`config.mk`:
```
export PLATFORM = sky130hd
export DESIGN_NAME = lcd_sequencer
export DESIGN_NICKNAME = d
export VERILOG_FILES = /design/src/rtl/lcd_pkg.sv /design/src/rtl/lcd_write_strobe.sv /design/src/rtl/lcd_sequencer.sv
export SDC_FILE = /design/constraint.sdc
export NUM_CORES = 1
export LEC_CHECK = 0
export CORE_ASPECT_RATIO = 0.9
export CORE_MARGIN = 2
export CORE_UTILIZATION = 68
export CTS_BUF_LIST = sky130_fd_sc_hd__clkbuf_4 sky130_fd_sc_hd__clkbuf_8
export DETAILED_ROUTE_END_ITERATION = 7
export HOLD_SLACK_MARGIN = 0.06
export PLACE_DENSITY_LB_ADDON = 0.25
export SYNTH_ARGS = -nofsm -noshare
export SYNTH_HDL_FRONTEND = slang
export SYNTH_HIERARCHICAL = 1
export SYNTH_SLANG_ARGS = --single-unit
```
`constraint.sdc`:
```
create_clock -name clk -period 9 [get_ports clk]
set_input_delay 2.7 -clock clk [delete_from_list [all_inputs] [get_ports clk]]
set_output_delay 2.7 -clock clk [all_outputs]
set_load 0.02 [all_outputs]
```
`src/rtl/lcd_pkg.sv`:
```
// Shared types and constants for the HD44780 character-LCD controller.
// Holds the state encoding, the fixed power-on command list and helper math.
package lcd_pkg;

  typedef enum logic [2:0] {
    PWR_WAIT,
    INIT_LOAD,
    SETUP,
    PULSE,
    HOLD,
    WAIT,
    IDLE
  } state_t;

  typedef enum logic [1:0] {
    W_EXEC,
    W_CLEAR,
    W_LONG,
    W_SHORT
  } wait_sel_t;

  typedef struct packed {
    logic [7:0] data;
    wait_sel_t  sel;
  } init_step_t;

  localparam logic [7:0] CMD_CLEAR           = 8'h01;
  localparam logic [7:0] CMD_HOME            = 8'h02;
  localparam logic [7:0] CMD_HOME_ALT        = 8'h03;
  localparam logic [7:0] FUNC_SET_8BIT_2LINE = 8'h38;
  localparam logic [7:0] DISP_ON             = 8'h0C;
  localparam logic [7:0] ENTRY_INC           = 8'h06;

  localparam int INIT_STEPS = 7;

  // The repeated function-set writes are the HD44780 "reset by instruction" ritual.
  localparam init_step_t INIT_ROM [INIT_STEPS] = '{
    '{data: FUNC_SET_8BIT_2LINE, sel: W_LONG},
    '{data: FUNC_SET_8BIT_2LINE, sel: W_SHORT},
    '{data: FUNC_SET_8BIT_2LINE, sel: W_EXEC},
    '{data: FUNC_SET_8BIT_2LINE, sel: W_EXEC},
    '{data: DISP_ON,             sel: W_EXEC},
    '{data: CMD_CLEAR,           sel: W_CLEAR},
    '{data: ENTRY_INC,           sel: W_EXEC}
  };

  function automatic int max_of(input int a, input int b);
    return (a > b) ? a : b;
  endfunction

endpackage

```
`src/rtl/lcd_write_strobe.sv`:
```
// Times one LCD bus write: setup, enable pulse, hold and execution wait.
// done is high during the last wait cycle so the caller can move on at that edge.
module lcd_write_strobe
  import lcd_pkg::*;
#(
  parameter int SETUP_CYC   = 4,
  parameter int EN_HIGH_CYC = 25,
  parameter int HOLD_CYC    = 2,
  parameter int CNT_W       = 22
) (
  input  logic             clk,
  input  logic             rst,
  input  logic             go,
  input  logic             short_setup,
  input  logic [CNT_W-1:0] wait_cyc,
  output logic             en,
  output logic             done
);

  state_t           phase;
  logic [CNT_W-1:0] cnt;
  logic [CNT_W-1:0] wait_q;

  // short_setup: the caller already presented data one cycle before go,
  // so that cycle counts toward the setup time.
  always_ff @(posedge clk or negedge rst) begin
    if (!rst) begin
      phase  <= IDLE;
      cnt    <= '0;
      wait_q <= '0;
      en     <= 1'b0;
    end else begin
      case (phase)
        IDLE: begin
          if (go) begin
            wait_q <= wait_cyc;
            if (short_setup && SETUP_CYC == 1) begin
              phase <= PULSE;
              en    <= 1'b1;
              cnt   <= CNT_W'(EN_HIGH_CYC - 1);
            end else begin
              phase <= SETUP;
              cnt   <= short_setup ? CNT_W'(SETUP_CYC - 2) : CNT_W'(SETUP_CYC - 1);
            end
          end
        end
        SETUP: begin
          if (cnt == '0) begin
            phase <= PULSE;
            en    <= 1'b1;
            cnt   <= CNT_W'(EN_HIGH_CYC - 1);
          end else begin
            cnt <= cnt - 1'b1;
          end
        end
        PULSE: begin
          if (cnt == '0) begin
            phase <= HOLD;
            en    <= 1'b0;
            cnt   <= CNT_W'(HOLD_CYC - 1);
          end else begin
            cnt <= cnt - 1'b1;
          end
        end
        HOLD: begin
          if (cnt == '0) begin
            phase <= WAIT;
            cnt   <= wait_q - 1'b1;
          end else begin
            cnt <= cnt - 1'b1;
          end
        end
        WAIT: begin
          if (cnt == '0) begin
            phase <= IDLE;
          end else begin
            cnt <= cnt - 1'b1;
          end
        end
        default: begin
          phase <= IDLE;
          en    <= 1'b0;
        end
      endcase
    end
  end

  assign done = (phase == WAIT) && (cnt == '0);

endmodule

```
`src/rtl/lcd_sequencer.sv`:
```
// HD44780 8-bit bus controller: power-up wait, fixed init list, then
// command/character writes from a valid/ready requester. Never reads busy.
module lcd_sequencer
  import lcd_pkg::*;
#(
  parameter int POWERUP_CYC    = 2000000,
  parameter int SETUP_CYC      = 4,
  parameter int EN_HIGH_CYC    = 25,
  parameter int HOLD_CYC       = 2,
  parameter int EXEC_CYC       = 2500,
  parameter int CLEAR_CYC      = 82000,
  parameter int INIT_LONG_CYC  = 205000,
  parameter int INIT_SHORT_CYC = 5000
) (
  input  logic       clk,
  input  logic       rst,
  input  logic       start,
  input  logic       cmd_valid,
  output logic       cmd_ready,
  input  logic       cmd_rs,
  input  logic [7:0] cmd_data,
  output logic       init_done,
  output logic [7:0] data,
  output logic       rw,
  output logic       rs,
  output logic       en
);

  localparam int MAX_CYC = max_of(max_of(max_of(POWERUP_CYC, CLEAR_CYC),
                                         max_of(INIT_LONG_CYC, INIT_SHORT_CYC)),
                                  max_of(max_of(EXEC_CYC, EN_HIGH_CYC),
                                         max_of(SETUP_CYC, HOLD_CYC)));
  localparam int CNT_W = $clog2(MAX_CYC) + 1;
  localparam logic [CNT_W-1:0] PWR_LAST = CNT_W'(POWERUP_CYC - 1);
  localparam logic [2:0]       LAST_IDX = 3'(INIT_STEPS - 1);

  state_t           state;
  logic [2:0]       idx;
  logic [CNT_W-1:0] pwr_cnt;
  logic             accept;
  logic             go;
  logic             wr_done;
  logic [CNT_W-1:0] wait_cyc;

  assign rw     = 1'b0;
  assign accept = (state == IDLE) && cmd_valid && cmd_ready && !start;
  assign go     = (state == INIT_LOAD) || accept;

  always_comb begin
    wait_cyc = CNT_W'(EXEC_CYC);
    if (state == INIT_LOAD) begin
      case (INIT_ROM[idx].sel)
        W_CLEAR: wait_cyc = CNT_W'(CLEAR_CYC);
        W_LONG:  wait_cyc = CNT_W'(INIT_LONG_CYC);
        W_SHORT: wait_cyc = CNT_W'(INIT_SHORT_CYC);
        default: wait_cyc = CNT_W'(EXEC_CYC);
      endcase
    end else if (!cmd_rs && (cmd_data inside {CMD_CLEAR, CMD_HOME, CMD_HOME_ALT})) begin
      wait_cyc = CNT_W'(CLEAR_CYC);
    end
  end

  // Bus data/rs are loaded on entry to INIT_LOAD or on acceptance; SETUP here
  // stands for "a write is in flight", its sub-phases live in the strobe.
  always_ff @(posedge clk or negedge rst) begin
    if (!rst) begin
      state     <= PWR_WAIT;
      pwr_cnt   <= '0;
      idx       <= '0;
      data      <= '0;
      rs        <= 1'b0;
      cmd_ready <= 1'b0;
      init_done <= 1'b0;
    end else begin
      case (state)
        PWR_WAIT: begin
          if (pwr_cnt == PWR_LAST) begin
            state <= INIT_LOAD;
            idx   <= '0;
            data  <= INIT_ROM[0].data;
            rs    <= 1'b0;
          end else begin
            pwr_cnt <= pwr_cnt + 1'b1;
          end
        end
        INIT_LOAD: begin
          state <= SETUP;
        end
        SETUP: begin
          if (wr_done) begin
            if (init_done) begin
              state     <= IDLE;
              cmd_ready <= 1'b1;
            end else if (idx == LAST_IDX) begin
              state     <= IDLE;
              init_done <= 1'b1;
              cmd_ready <= 1'b1;
            end else begin
              state <= INIT_LOAD;
              idx   <= idx + 3'd1;
              data  <= INIT_ROM[idx + 3'd1].data;
              rs    <= 1'b0;
            end
          end
        end
        IDLE: begin
          if (start) begin
            state     <= INIT_LOAD;
            init_done <= 1'b0;
            cmd_ready <= 1'b0;
            idx       <= '0;
            data      <= INIT_ROM[0].data;
            rs        <= 1'b0;
          end else if (accept) begin
            state     <= SETUP;
            data      <= cmd_data;
            rs        <= cmd_rs;
            cmd_ready <= 1'b0;
          end else begin
            cmd_ready <= init_done;
          end
        end
        default: begin
          state <= PWR_WAIT;
        end
      endcase
    end
  end

  lcd_write_strobe #(
    .SETUP_CYC  (SETUP_CYC),
    .EN_HIGH_CYC(EN_HIGH_CYC),
    .HOLD_CYC   (HOLD_CYC),
    .CNT_W      (CNT_W)
  ) u_strobe (
    .clk        (clk),
    .rst        (rst),
    .go         (go),
    .short_setup(state == INIT_LOAD),
    .wait_cyc   (wait_cyc),
    .en         (en),
    .done       (wr_done)
  );

endmodule

```
==> Word level (Yosys, flattened, before mapping) <==
Memories as Yosys holds them, arrays and structs flattened.
Cells that the tools add are included.
{ "word_totals": {"reg_bits": 87, "rom_bits": 160, "inputBits": 13, "output_inout_bits": 13, "word_cells": 138, "memories": 2} }
{ "op_classes": {"addsub": 4, "n_lt_le_gt_ge": 2, "n_eq_ne": 29, "mux": 61, "n_bitwise": 4, "reduce_logical": 25} }
{ "mem_list": {"columns": ["name", "depth", "word_bits", "rd", "rd_clocked_by_memory_dff", "wr", "line_no", "text"], "rows": [
  ["(no name shown)", 8, 10, 1, 0, 0, "lcd_sequencer.sv:101", "data <= INIT_ROM[idx + 3'd1].data;"],
  ["(no name shown)", 8, 10, 1, 0, 0, "lcd_sequencer.sv:52", "case (INIT_ROM[idx].sel)"]
]} }
{ "ops": {"columns": ["cell", "count"], "rows": [
  ["$mux W22", 6],
  ["$pmux W22 S5", 1],
  ["$pmux W18 S3", 1],
  ["$mux W3", 16],
  ["$mux W8", 6],
  ["$sub A22 B1 Y22 const B", 2],
  ["$pmux W8 S3", 1],
  ["$add A22 B1 Y22 const B", 1],
  ["$eq A22 B21 Y1 const B", 1],
  ["$logic_not A22 Y1", 1],
  ["$mux W10", 2],
  ["$mux W1", 18],
  ["$mux W17", 1],
  ["$eq A8 B2 Y1 const B", 2],
  ["$eq A3 B3 Y1 const B", 5],
  ["$pmux W3 S5", 1],
  ["$reduce_and A3 Y1", 5],
  ["$ne A2 B2 Y1 const B", 6],
  ["$pmux W3 S4", 1],
  ["$reduce_and A6 Y1", 2],
  ["$ne A2 B1 Y1 const B", 5],
  ["$eq A3 B2 Y1 const B", 3],
  ["$pmux W3 S3", 1],
  ["$eq A8 B1 Y1 const B", 1],
  ["21 further kinds", 36]
]} }

==> Logic depth before layout (Yosys ltp) <==
Gate-level depths: netlist of run 1.
{ "logic_depth": {"word_depth": 9, "mapped_depth": 11, "mapped_depth_nobuf": 10} }

==> By module <==
Netlist of run 1, hierarchy kept.
{ "modules_own_cells": {"columns": ["mod", "n_inst", "cells_per_inst", "area_per_inst_um2", "seq_area_each_um2"], "rows": [
  ["lcd_write_strobe", 1, 305, 3005.4, 1203.7],
  ["lcd_sequencer", 1, 215, 2125.8, 975.9]
]} }

==> Worst setup path before layout of run 1 <==
Ideal clock, no wire load.
{ "synth_path": {"path_kind": "input-to-reg", "startpoint": "input port start", "endpoint": "register u_strobe.cnt[5]", "setup_ns": 0.078, "arrival_ns": 4.625, "t_required_ns": 8.922, "slack_ns": 4.297, "path_stages": 10, "n_path_buf": 1, "cell_sequence": "nand2b_1 -> or2_1 -> o21ai_0 -> nand4bb_1 -> o211ai_1 -> a41o_1 -> a211o_4 -> buf_6 -> o32ai_1 -> o21bai_1"} }
{ "synth_between": {"elab_chain_cells": 5} }
{ "synth_rtl": {"columns": ["item", "line_no", "text"], "rows": [
  ["start: declaration", "lcd_sequencer.sv:17", "input logic start,"],
  ["$logic_not A1 Y1", "lcd_sequencer.sv:46", "assign accept = (state == IDLE) && cmd_valid && cmd_ready && !start;"],
  ["$logic_and A1 B1 Y1", "lcd_sequencer.sv:46", null],
  ["$logic_or A1 B1 Y1", "lcd_sequencer.sv:47", "assign go = (state == INIT_LOAD) || accept;"],
  ["named net go", "lcd_sequencer.sv:41", "logic go;"],
  ["$ne A2 B2 Y1 (no source line)", null, null],
  ["$reduce_and A3 Y1 (no source line)", null, null],
  ["end signal: assignment", "lcd_write_strobe.sv:68", "cnt <= wait_q - 1'b1;"],
  ["end signal: assignment", "lcd_write_strobe.sv:70", "cnt <= cnt - 1'b1;"],
  ["end signal: assignment", "lcd_write_strobe.sv:77", "cnt <= cnt - 1'b1;"],
  ["end: declaration", "lcd_write_strobe.sv:21", "logic [CNT_W-1:0] cnt;"]
]} }
The timed path passes the listed nets, and every way through them passes these cells.
A chain may end at the register's enable or synchronous reset.

==> Worst setup path after layout of run 1 <==
{ "layout_path": {"startpoint": "input port start", "endpoint": "register u_strobe.cnt[18]"} }
The elaborated chain is that of the path after synthesis.

==> results of run 1 <==
## metrics by stage
| stage | util | hold WS (ns) | setup WS [ns] |
|---|---|---|---|
| global route | 0.756 | 0.496 | 3.42 |
| global placement | 0.733 | 0.451 | 3.41 |
| detailed placement | 0.733 | 0.453 | 3.28 |
| CTS | 0.756 | 0.468 | 3.65 |
| floorplan | - | 0.435 | 4.30 |
| finish | 0.756 | 0.471 | 3.61 |
## cells in the mapped netlist, types with 5 or more instances
library cell	number
nand2b_1	5
and3_1	5
nor2_1	41
xor2_1	17
nand2_1	35
o21ai_0	41
inv_1	23
nand3_1	14
mux2_2	23
a21oi_1	18
or4_1	5
a211oi_1	5
o21ai_1	6
buf_2	5
xnor2_1	25
dfrtp_1	85
nor3_1	17
ha_1	15
clkbuf_1	6
nor4_1	13
o211ai_1	7
nand4_1	7
## layer usage
| metal | vias up | wire (um) | track usage |
|---|---|---|---|
| met3 | 37 | 765 | 0.0670 |
| met1 | 2051 | 5050 | 0.435 |
| met2 | 154 | 5820 | 0.502 |
| met4 | 0 | 278 | 0.100 |
| met5 | - | 0 | 0 |
| li1 | 1960 | - | - |
## registers in the layout, indices dropped and copies added, names as in the netlist
register,flops
u_strobe/cnt,22
u_strobe/phase,3
u_strobe/en,1
cmd_ready,1
idx,3
data,8
pwr_cnt,22
init_done,1
u_strobe/wait_q,22
rs,1
state,3
## final timing paths
kind | end | slack (ns) | depth (start not counted)
min reg2reg | pwr_cnt[5] | 0.47 | 1
max in group asynchronous | state[2] | 5.80 | 1
max reg2reg | data[2] | 5.40 | 10
max | u_strobe/cnt[18] | 3.61 | 10
min | pwr_cnt[5] | 0.47 | 1
min in group asynchronous | u_strobe/en | 2.50 | 1
## cell usage in the layout (no fill, tap or decap), types with 17 or more instances in the layout
cell and instances:
inv_1 23, clkdlybuf4s50_1 23, o21ai_0 41, mux2_2 23
xor2_1 17, dfrtp_1 85, xnor2_1 25, a21oi_1 18
nor3_1 17, nand2_1 35, nor2_1 41
## power by group
group          total, uW  switching [uW]  internal (uW)
clock                250             146            104
combinational        305             184            121
sequential           484            48.4            436
## cell families (layout without fill, tap and decap cells)
logic type / Yosys count / count (layout) / synth area share
AO/OA/AOI/OAI: 127 / 127 / 0.168
XOR/XNOR: 42 / 42 / 0.0717
adder cells (fa/ha/maj): 15 / 15 / 0.0366
buffers and inverters: 39 / 63 / 0.0334
flip-flops: 87 / 87 / 0.425
multiplexers: 27 / 27 / 0.0612
other: 1 / 10 / 0.000731
AND/OR/NAND/NOR: 182 / 182 / 0.204
## layout make-up
cell class,count,area (um^2)
Tap cell,96,120
Multi-Input combinational cell,403,2810
Fill cell,503,1810
Inverter,23,86.3
Clock inverter,5,41.3
Clock buffer,10,131
Timing Repair Buffer,25,245
Sequential cell,87,2180
==> key figures, run 1 <==
Clocking
  – Num CTS Buffers: 9
  – H-tree depth: 3
  – Post-CTS Setup Bufs: 0
  – Hold-fix buffers at CTS: 0
  – CTS tree: built
  – Clock tree buffer depth: 2
  – PostCTS Resize Cnt: 0
  – Clock Tree Root: clkbuf_8
  – Clock Latency Late Sink: 0.37 ns
  – CTS clk-pin slew, worst paths: 0.09 ns
  – CTS sink cnt: 87

GRT
  – First-pass GRT wire length: 20.1 mm
  – Total Routing Usage GR: 0.315
  – Antenna violations before repair: 0
  – Total gr overflow: 0
  – Largest net degree at the start of global routing: 88
  – Vias in the first global route: 4049

Timing
  – Slew @ Worst Pin: 1.18 ns
  – Relative slew slack: 0.208
  – FMAX: between 0.15 and 0.2 GHz
  – Fin. Hold Viols: 0
  – Minimum clock period: 5.39 ns
  – Final setup viols: 0
  – Final Max Slew Viols: 0
  – RSZ-0062 raised after global routing: false
  – Final Skew: 0.00945 ns
  – Fin crit share: 0.598
  – Fin Setup TNS: 0 ns

Pwr
  – Max IR drop VDD: 0.186 mV
  – Pwr Total: 1040 uW
  – Leakage: 0.00248 uW
  – PD cells: 185 nW/um^2

Final layout
  – Net count, final: 577
  – Area delta synth->final: 9.49%
  – Design area: roughly 5600 um^2
  – Layout cells sized above 1: 0.121
  – Fin cells: 649
  – Antenna diode count: 0

Job
  – Max Cap Viol: 0

Min path
  – Hold Crit Class: reg2reg
  – Hold_sp: pwr_cnt[5]

Logic synthesis
  – Ys async rst share: 1.00
  – Post-Synthesis Cell Area: 5130 um^2
  – Ys Warns: 6
  – FF+latch count, synth: 87
  – Number of synthesized flops with an enable pin: 0
  – Seq/Total Area, Yosys: 0.425
  – Synth top area share: 0.415
  – Post-synthesis cell count: 520
  – Cell variety after synth: 77
  – Synth Flop Type: dfrtp_1
  – Ranking of synthesized cells by area: dfrtp_1, mux2_2, xnor2_1
  – Avg Cell Area, Syn: 9.87 um^2
  – Area leader, netlist: dfrtp_1

Die
  – Die Y: between 80 and 90 um
  – Ports: 26
  – Rows: 30
  – Area of the die: 8260 um^2
  – Initial Util: 0.690
  – Core area: 7430 um^2
  – Die extent in x: 95.6 um

Placement
  – Cells after DPL: between 600 and 700
  – Placed instance area: 5450 um^2
  – Final HPWL DP: 8.27 mm
  – Final GP Congestion: a little under 0.9
  – Port Buffers: 24

Worst setup path
  – Launching point of the worst reg2reg path: u_strobe/cnt[0]
  – CP Launch Type: input pin
  – Crit-path cells: clkdlybuf4s50_1, nand2b_1, or2_1, o21ai_0, nand4bb_1, o211ai_1, a41o_1, a211o_4, o32a_1, o21ai_0
  – CP peak stage delay: 0.51 ns
  – Critical Path RT: 9.30 ns
  – Buf+Inv Stages, Crit Path: 1
  – Critical-path maximum fanout: 21
  – CP top delay family: compound AO/OA/AOI/OAI gates
  – CP most frequent cell: o21ai_0
  – CP Capture Type: flop
  – Setup crit start: start
  – Slowest cell on crit path: a41o_1
  – Worst EP arrival: 5.68 ns
  – Setup CP Type: in2reg

Outcome
  – Run status: complete, no violations

Drt
  – Drt initial violations: between 300 and 400
  – Final routed DRC violation total: 0
  – Final WL: between 10 and 15 mm
  – DR pass1 iterations: 5
  – Vias: 4202
  – Post-detailed-route count of antenna-violating nets: 0
  – Drt wl/cell: 18.4 um
  – Drt via density: 6.47
Power figures use the tool's default switching activity.
==> run 2, diff against run 1 <==
--- a/config.mk
+++ b/config.mk
@@ -7,7 +7,7 @@
 export LEC_CHECK = 0
 export CORE_ASPECT_RATIO = 0.9
 export CORE_MARGIN = 2
-export CORE_UTILIZATION = 68
+export CORE_UTILIZATION = 57
 export CTS_BUF_LIST = sky130_fd_sc_hd__clkbuf_4 sky130_fd_sc_hd__clkbuf_8
 export DETAILED_ROUTE_END_ITERATION = 7
 export HOLD_SLACK_MARGIN = 0.06
==> constraint.sdc (replaced) <==
create_clock -name clk -period 4.65 [get_ports clk]
set_input_delay 1.395 -clock clk [delete_from_list [all_inputs] [get_ports clk]]
set_output_delay 1.395 -clock clk [all_outputs]
set_load 0.02 [all_outputs]
==> key figures, run 2 (synthesis results as in run 1) <==
Worst setup path
  – Critical-path maximum fanout: 14
  – CP most frequent cell: o21ai_0
  – Critical Path RT: 4.93 ns
  – CP peak stage delay: 0.43 ns
  – Worst EP arrival: roughly 4.3 ns
  – Buf+Inv Stages, Crit Path: 1
  – CP Capture Type: flop
  – CP Launch Type: input pin
  – Crit-path cells: clkdlybuf4s50_1, nand2b_1, or2_1, o21ai_0, nand4bb_1, o211ai_1, a41o_1, a211o_4, o32a_1, o21ai_0
  – CP top delay family: compound AO/OA/AOI/OAI gates
  – Setup CP Type: in2reg
  – Slowest cell on crit path: clkdlybuf4s50_1

Timing
  – RSZ-0062 raised after global routing: false
  – Fin crit share: 0.860
  – Final Max Slew Viols: 0
  – Final Skew: roughly 0.012 ns
  – Hold_ws: just under 0.5 ns
  – Relative slew slack: 0.285
  – Slew @ Worst Pin: 1.07 ns
  – Fin Setup TNS: 0 ns
  – Fin. Hold Viols: 0
  – FMAX: 0.250 GHz
  – Minimum clock period: 4.00 ns
  – Final setup viols: 0

Drt
  – Routed wl met2: 5.37 mm
  – Final routed DRC violation total: 0
  – Post-detailed-route count of antenna-violating nets: 0
  – Drt via density: a little over 6
  – Drt initial violations: 261
  – Final WL: 11.4 mm
  – Drt wl/cell: 16.8 um
  – Top layer in use: met4
  – Met1 WL: 4.97 mm
  – Met3 wire len: between 800 and 900 um
  – Vias: 4122
  – DR pass1 iterations: 5

Clocking
  – H-tree depth: 3
  – Post-CTS Setup Bufs: 0
  – Hold-fix buffers at CTS: 0
  – Num CTS Buffers: 9
  – Clock Latency Late Sink: 0.36 ns
  – CTS clk-pin slew, worst paths: 0.09 ns
  – CTS sink cnt: 87
  – Clock Tree Root: clkbuf_8
  – Clock tree buffer depth: 2
  – PostCTS Resize Cnt: 0
  – CTS tree: built

Placement
  – Final HPWL DP: 8.04 mm
  – Cells after DPL: about 660
  – Port Buffers: 24
  – Final GP Congestion: 0.861
  – Placed instance area: 5490 um^2

Pwr
  – PD cells: between 300 and 400 nW/um^2
  – Pwr Total: ~2000 uW
  – Max IR drop VDD: 0.281 mV
  – Leakage: 0.00251 uW

Job
  – Max Cap Viol: 0

Final layout
  – Net count, final: between 500 and 600
  – Commonest non-fill, non-tap cell in the layout: dfrtp_1
  – Fin cells: 675
  – Area delta synth->final: 10.7%
  – Largest regs: pwr_cnt x22, u_strobe/cnt x22, u_strobe/wait_q x22
  – Layout cells sized above 1: 0.126
  – Most frequent cells in the layout: dfrtp_1, nor2_1, o21ai_0
  – Antenna diode count: 0
  – Design area: 5680 um^2

Die
  – Die extent in x: 104 um
  – Area of the die: 9780 um^2
  – Die Y: approximately 94 um
  – Initial Util: 0.593
  – Core area: 8650 um^2
  – Rows: 32
  – Ports: 26

GRT
  – First-pass GRT wire length: 19.9 mm
  – Total Routing Usage GR: 0.253
  – Total gr overflow: 0
  – Vias in the first global route: 4144
  – Largest net degree at the start of global routing: 88
  – Antenna violations before repair: 0

Outcome
  – Run status: complete, no violations

Min path
  – Hold Crit Class: reg2reg
[run 2: worst paths after layout]
check,slack (ns),cells after the start,from,endpoint
max in group asynchronous,2.73,1,rst,u_strobe/cnt[14]
worst min register to register,0.49,1,u_strobe/cnt[15],u_strobe/cnt[15]
worst max-delay path,0.65,10,start,u_strobe/cnt[10]
worst max register to register,1.00,10,u_strobe/cnt[0],data[1]
min in group asynchronous,1.23,1,rst,u_strobe/cnt[3]
worst min-delay path,0.49,1,u_strobe/cnt[15],u_strobe/cnt[15]
[run 2: worst register-to-register path: stages, from the launching register on]
cell and delay [ns]:
dfrtp_1 0.43, inv_1 0.11, ha_1 0.20, nor3b_2 0.43
nand3_1 0.34, nor4_1 0.66, nor2_1 0.09, a21oi_1 0.28
o21ai_1 0.25, or2_1 0.42, mux2_4 0.34
[run 2: per-stage QoR]
stage / setup WS, ns / utilization
detailed placement: 0.339 / 0.635
finish: 0.651 / 0.657
global placement: 0.432 / 0.635
CTS: 0.711 / 0.657
global route: 0.524 / 0.657
floorplan: 1.25 / -
[run 2: routing by layer]
| layer | vias to the layer above | global-route usage |
|---|---|---|
| met3 | 24 | 0.0583 |
| met2 | 166 | 0.424 |
| met5 | - | 0 |
| met1 | 1957 | 0.324 |
| met4 | 0 | 0.0890 |
| li1 | 1975 | - |
[run 2: layout make-up]
| cell class | count | area [um^2] |
|---|---|---|
| inverters | 23 | 86.3 |
| multi-input cells | 403 | 2810 |
| clock inverters | 6 | 51.3 |
| flip-flops and latches | 87 | 2180 |
| well taps | 119 | 149 |
| clock buffers | 10 | 138 |
| fillers | 698 | 2970 |
| repair buffers | 27 | 260 |
[run 2: where the power goes]
| part | total [uW] | leakage [uW] | internal, uW | switching, uW |
|---|---|---|---|---|
| logic | 576 | 0.00130 | 234 | 342 |
| registers | 931 | 0.00111 | 843 | 88.5 |
| clock network | 507 | 0.0000996 | 218 | 289 |
